==> config.mk <==
export PLATFORM = sky130hd
export DESIGN_NAME = fc_seq_ctrl
export DESIGN_NICKNAME = d
export VERILOG_FILES = /design/src/rtl/fc_seq_ctrl.sv
export SDC_FILE = /design/constraint.sdc
export NUM_CORES = 1
export LEC_CHECK = 0
export CAP_MARGIN = 20
export CORE_MARGIN = 3
export CORE_UTILIZATION = 53
export DETAILED_ROUTE_END_ITERATION = 10
export HOLD_SLACK_MARGIN = 0.12
export PLACE_DENSITY = 0.78
export SLEW_MARGIN = 30
export SYNTH_ARGS = -nofsm -noshare
export SYNTH_HDL_FRONTEND = slang
export SYNTH_SLANG_ARGS = --single-unit
==> constraint.sdc <==
create_clock -name clk -period 6.5 [get_ports clk]
set_input_delay 0.975 -clock clk [delete_from_list [all_inputs] [get_ports clk]]
set_output_delay 0.975 -clock clk [all_outputs]
set_load 0.01 [all_outputs]
==> src/rtl/fc_seq_ctrl.sv <==
// Time-multiplexed fully connected layer sequencer: one signed MAC streams IN
// activation/weight pairs per neuron, applies ReLU and emits results on a valid/ready stream.
module fc_seq_ctrl #(
    parameter int WIDTH   = 8,
    parameter int IN      = 128,
    parameter int NEURONS = 10,
    localparam int ACC_W  = 2*WIDTH + $clog2(IN),
    localparam int XW     = $clog2(IN),
    localparam int WW     = $clog2(IN*NEURONS),
    localparam int NW     = (NEURONS > 1) ? $clog2(NEURONS) : 1
) (
    input  logic             clk,
    input  logic             rst,
    input  logic             start,
    output logic             busy,
    output logic             done,
    output logic [XW-1:0]    x_addr,
    input  logic [WIDTH-1:0] x_data,
    output logic [WW-1:0]    w_addr,
    input  logic [WIDTH-1:0] w_data,
    output logic             out_valid,
    input  logic             out_ready,
    output logic [ACC_W-1:0] out_data,
    output logic [NW-1:0]    out_idx
);

    typedef enum logic [1:0] {
        S_IDLE  = 2'd0,
        S_ISSUE = 2'd1,
        S_DRAIN = 2'd2,
        S_OUT   = 2'd3
    } state_t;

    state_t state_r, state_s;

    logic [XW-1:0]          i_r, i_s;
    logic [NW-1:0]          n_r, n_s;
    logic [WW-1:0]          w_addr_r, w_addr_s;
    logic [ACC_W-1:0]       acc_r, acc_s;
    logic                   rd_vld_r, rd_vld_s;
    logic                   busy_r, busy_s;
    logic                   done_r, done_s;
    logic                   out_valid_r, out_valid_s;
    logic [ACC_W-1:0]       out_data_r, out_data_s;
    logic [NW-1:0]          out_idx_r, out_idx_s;

    logic                   handshake_s;
    logic                   last_i_s;
    logic                   last_n_s;
    logic                   start_ok_s;
    logic signed [2*WIDTH-1:0] prod_s;
    logic [ACC_W-1:0]       prod_ext_s;
    logic [ACC_W-1:0]       acc_next_s;

    assign handshake_s = out_valid_r && out_ready;
    assign last_i_s    = (i_r == XW'(IN-1));
    assign last_n_s    = (n_r == NW'(NEURONS-1));
    // a start arriving in the done cycle belongs to the finished layer and is dropped
    assign start_ok_s  = start && !done_r;
    assign prod_s      = $signed(x_data) * $signed(w_data);
    assign prod_ext_s  = {{(ACC_W-2*WIDTH){prod_s[2*WIDTH-1]}}, prod_s};
    assign acc_next_s  = rd_vld_r ? (acc_r + prod_ext_s) : acc_r;

    // State register
    always_ff @(posedge clk) begin
        if (rst) begin
            state_r <= S_IDLE;
        end else begin
            state_r <= state_s;
        end
    end

    // Next-state decode
    always_comb begin
        state_s = state_r;
        case (state_r)
            S_IDLE:  state_s = start_ok_s ? S_ISSUE : S_IDLE;
            S_ISSUE: state_s = last_i_s ? S_DRAIN : S_ISSUE;
            S_DRAIN: state_s = S_OUT;
            S_OUT: begin
                if (handshake_s) begin
                    state_s = last_n_s ? S_IDLE : S_ISSUE;
                end else begin
                    state_s = S_OUT;
                end
            end
            default: state_s = S_IDLE;
        endcase
    end

    // Next values of counters, accumulator and registered outputs
    always_comb begin
        i_s         = i_r;
        n_s         = n_r;
        w_addr_s    = w_addr_r;
        acc_s       = acc_next_s;
        rd_vld_s    = (state_r == S_ISSUE);
        busy_s      = busy_r;
        done_s      = 1'b0;
        out_valid_s = out_valid_r;
        out_data_s  = out_data_r;
        out_idx_s   = out_idx_r;
        case (state_r)
            S_IDLE: begin
                if (start_ok_s) begin
                    i_s      = {XW{1'b0}};
                    n_s      = {NW{1'b0}};
                    w_addr_s = {WW{1'b0}};
                    acc_s    = {ACC_W{1'b0}};
                    busy_s   = 1'b1;
                end else begin
                    busy_s   = busy_r;
                end
            end
            S_ISSUE: begin
                if (!last_i_s) begin
                    i_s      = i_r + 1'b1;
                    w_addr_s = w_addr_r + 1'b1;
                end else begin
                    i_s      = i_r;
                    w_addr_s = w_addr_r;
                end
            end
            S_DRAIN: begin
                // the final product lands this cycle, so the result is taken from acc_next_s
                out_valid_s = 1'b1;
                out_idx_s   = n_r;
                out_data_s  = acc_next_s[ACC_W-1] ? {ACC_W{1'b0}} : acc_next_s;
            end
            S_OUT: begin
                if (handshake_s) begin
                    out_valid_s = 1'b0;
                    if (last_n_s) begin
                        busy_s = 1'b0;
                        done_s = 1'b1;
                    end else begin
                        n_s      = n_r + 1'b1;
                        i_s      = {XW{1'b0}};
                        acc_s    = {ACC_W{1'b0}};
                        // w_addr still holds n*IN+IN-1, so +1 is the next neuron's base
                        w_addr_s = w_addr_r + 1'b1;
                    end
                end else begin
                    out_valid_s = out_valid_r;
                end
            end
            default: begin
                out_valid_s = 1'b0;
            end
        endcase
    end

    // Datapath and output registers
    always_ff @(posedge clk) begin
        if (rst) begin
            i_r         <= {XW{1'b0}};
            n_r         <= {NW{1'b0}};
            w_addr_r    <= {WW{1'b0}};
            acc_r       <= {ACC_W{1'b0}};
            rd_vld_r    <= 1'b0;
            busy_r      <= 1'b0;
            done_r      <= 1'b0;
            out_valid_r <= 1'b0;
            out_data_r  <= {ACC_W{1'b0}};
            out_idx_r   <= {NW{1'b0}};
        end else begin
            i_r         <= i_s;
            n_r         <= n_s;
            w_addr_r    <= w_addr_s;
            acc_r       <= acc_s;
            rd_vld_r    <= rd_vld_s;
            busy_r      <= busy_s;
            done_r      <= done_s;
            out_valid_r <= out_valid_s;
            out_data_r  <= out_data_s;
            out_idx_r   <= out_idx_s;
        end
    end

    assign busy      = busy_r;
    assign done      = done_r;
    assign x_addr    = i_r;
    assign w_addr    = w_addr_r;
    assign out_valid = out_valid_r;
    assign out_data  = out_data_r;
    assign out_idx   = out_idx_r;

endmodule

==> results.sh <==
export IMPL_design_core_area_mm2=0.0121
export IMPL_p_sw_mw=2.25
export IMPL_drtAntennaViolNets=0
export IMPL_worst_slew_pin_slew_ns=0.720
export IMPL_grt_util_all_layers_pct=23.9
export IMPL_synthArstFlopShare_pct=0
export IMPL_end_kind="flip-flop"
export IMPL_io_pins=68
export IMPL_slew_violations=0
export IMPL_crit_arrival_ns=6.80
export IMPL_setup_viol=20
export IMPL_met1_usage_pct=30.3
export IMPL_grt_max_degree=26
export IMPL_worst_slack_ns=-0.0756
export IMPL_synth_ff_type="dfxtp_1"
export IMPL_grt_pass1_vias=5996
export IMPL_wl_per_cell_um=16.0
export IMPL_timing_final_crit_share_pct=101
export IMPL_dp_hpwl_mm=12.3
export IMPL_hp_class="flip-flop to flip-flop"
export IMPL_grt_met2_usage_pct=41.9
export IMPL_nNetsFinal=1064
export IMPL_use_met3_pct=3.36
export IMPL_grt_pass1_wl_mm=27.7
export IMPL_startpoint_type="input pin"
export IMPL_clock_fmax_ghz=0.152
export IMPL_initial_core_util_pct=54.7
export IMPL_cpPeakStageDelay_ns=0.51
export IMPL_synth_seq_cells=77
export IMPL_rsz0062_at_grt="yes"
export IMPL_syn_inst=754
export IMPL_cts_made_buffers=9
export IMPL_slew_headroom_pct=51.8
export IMPL_netlist_area_mm2=0.00662
export IMPL_dieArea_mm2=0.0139
export IMPL_fp_row_count=40
export IMPL_synth_cell_types=61
export IMPL_hold_buffers=0
export IMPL_die_h_um=118
export IMPL_p_seq_share_pct=9.9
export IMPL_grt_antenna_before_repair=0
export IMPL_htreeDepth=3
export IMPL_status="complete, but fails checks"
export IMPL_grt_overflow=0
export IMPL_path_class="input pin to flip-flop"
export IMPL_ys_seq_area_share_pct=23.3
export IMPL_synthToLayoutAreaGrowth_pct=37.2
export IMPL_die_width_um=118
export IMPL_clk_latency_ns=0.35
export IMPL_final_cells=1101
export IMPL_dp_cells=1066
export IMPL_fin_crit_ns=6.58
export IMPL_cts_tree="done"
export IMPL_gp_congestion=0.911
export IMPL_root_buffer="clkbuf_16"
export IMPL_worstPathRequired_ns=6.72
export IMPL_vias=5915
export IMPL_critPathMaxFanout=6
export IMPL_avgSynthCellArea_um2=8.78
export IMPL_slowest_stage="fa_1"
export IMPL_p_int_mw=2.91
export IMPL_hold_viol=0
export IMPL_p_per_area_mw_per_mm2=567
export IMPL_finish_utilization_pct=75.0
export IMPL_cap_violations=0
export IMPL_drt_iter0_drc=326
export IMPL_cpLargestDelayFamily="adder cells"
export IMPL_drive_above_1_share_pct=27.3
export IMPL_yosys_warnings=0
export IMPL_n_antenna_cell=0
export IMPL_p_leak_nw=3.97
export IMPL_crit_buf_inv=7
export IMPL_io_buffers=66
export IMPL_clkTransAtPathRegs_ns=0.06
export IMPL_gr_max_usage_layer="met2"
export IMPL_synth_edf_count=0
export IMPL_totalWireLength_mm=17.6
export IMPL_synth_fp_nets=890
export IMPL_dr_pass1_iters=5
export IMPL_power_frac_comb_pct=80.2
export IMPL_irDropWorstVdd_mv=0.388
export IMPL_ctsLongestPathBuffers=2
export IMPL_p_clk_share_pct=9.9
export IMPL_finalClockSkew_ns=0.00912
export IMPL_sw_frac_of_total_pct=43.6
export IMPL_vias_per_cell=5.37
export IMPL_clkSinkCount=77
export IMPL_violations="negative setup slack"
export IMPL_route_detailed_drc=0
[worst min-delay path, cell delays in order (launching register included)]
cell and delay (ns):
dfxtp_1 0.32, nand2_1 0.06, o21ai_2 0.04
[routing by layer]
| layer | vias up | part of all wire (%) |
|---|---|---|
| met2 | 178 | 51 |
| met1 | 2848 | 42 |
| met4 | 0 | 2.8 |
| met5 | - | 0 |
| met3 | 42 | 4.0 |
| li1 | 2847 | - |
[cell type report]
class                   count  area, µm²
clock buffers              10        229
clock inverters             6       70.1
fillers                   857       3030
inverters                 105        394
multi-input cells         556       5070
flip-flops and latches     77       1540
well taps                 168        210
repair buffers            179       1570
[layout by cell type (no fill, tap or decap), types with 8 or more instances in the layout]
master / netlist / layout
clkbuf_16: 0 / 9
xnor2_1: 25 / 25
xor2_1: 16 / 16
and2_4: 0 / 11
nand2b_1: 9 / 8
inv_1: 105 / 95
buf_2: 0 / 8
a21o_1: 10 / 10
a21oi_1: 28 / 17
a211oi_1: 11 / 8
nor2b_1: 13 / 9
inv_2: 0 / 10
a21oi_2: 4 / 11
nand2_1: 59 / 57
clkdlybuf4s50_1: 0 / 50
nand4_1: 11 / 11
ha_4: 0 / 11
nor2_1: 70 / 68
ha_1: 60 / 46
fa_1: 56 / 54
mux2i_1: 15 / 14
o21ai_2: 21 / 26
and2_1: 45 / 34
buf_4: 1 / 107
nor3_1: 11 / 11
dfxtp_1: 77 / 77
[flip-flops by register name, summed over array words and instances, names as in the netlist, 2 cells and up]
name / flops
n_r: 4
out_data: 22
out_idx: 4
state_r: 2
w_addr: 11
x_addr: 7
acc_r: 23
[stage by stage]
stage | total power, mW | worst slack [ns] | instance area, µm² | hold WS (ns) | setup TNS, ns
global route | 5.48 | -0.272 | 9080 | 0.470 | -6.11
finish | 5.15 | -0.0756 | 9080 | 0.451 | -0.788
floorplan | 2.58 | 0.00340 | 6790 | 0.474 | 0
detailed placement | 3.75 | -0.775 | 8320 | 0.440 | -21.79
CTS | 4.61 | 0.0374 | 8840 | 0.454 | 0
global placement | 3.60 | -0.710 | 8320 | 0.437 | -19.31
[repair_timing]
action	CTS	global route
cloned	3	0
endpoints found under the hold margin	0	0
buffers inserted	12	6
pin swaps	17	43
setup endpoints to repair	30	29
gates resized for setup	97	55
[power by group through the flow]
stage / combinational (mW) / clock [mW] / sequential [mW]
2_1_floorplan: 2.06 / 0 / 0.516
3_3_place_gp: 3.08 / 0 / 0.518
3_5_place_dp: 3.23 / 0 / 0.519
4_1_cts: 3.59 / 0.513 / 0.510
5_1_grt: 4.43 / 0.534 / 0.513
6_report: 4.13 / 0.509 / 0.511
[synthesized netlist by cell type, types with 4 or more instances]
master    count  share of area, %
a211oi_1     11               1.2
a21o_1       10               1.1
a21oi_1      28               2.1
a21oi_2       4              0.53
a31oi_1       5              0.47
and2_1       45               4.3
and3_1        7              0.66
clkbuf_1     12              0.68
dfxtp_1      77                23
fa_1         56                17
ha_1         60                11
inv_1       105               6.0
mux2i_1      15               2.3
nand2_1      59               3.3
nand2b_1      9              0.85
nand3_1       5              0.38
nand4_1      11               1.0
nor2_1       70               4.0
nor2b_1      13               1.2
nor3_1       11              0.83
o211ai_1      4              0.45
o21a_1        6              0.68
o21ai_0       7              0.53
o21ai_1      11              0.83
o21ai_2      21               2.8
xnor2_1      25               3.3
xor2_1       16               2.1
[kinds of logic (layout without fill, tap and decap cells)]
| logic type | Yosys count | after routing | synth area share, % |
|---|---|---|---|
| simple gates | 246 | 246 | 18.5 |
| compound gates | 133 | 133 | 14.3 |
| buf+inv | 121 | 300 | 7.14 |
| fa+ha+maj | 116 | 116 | 28.3 |
| flops | 77 | 77 | 23.3 |
| xor+xnor | 42 | 42 | 5.67 |
| mux | 18 | 18 | 2.81 |
| other cells | 1 | 1 | 0.0566 |
[final timing paths]
path	cells past startpoint	from	slack, ns	endpoint
worst min-delay path	2	out_data[7]	0.45	out_data[7]
worst min register to register	2	out_data[7]	0.45	out_data[7]
worst max-delay path	29	w_data[2]	-0.08	out_data[2]
worst max register to register	13	acc_r[0]	3.51	out_data[2]
(Power assumes the default switching activity.)
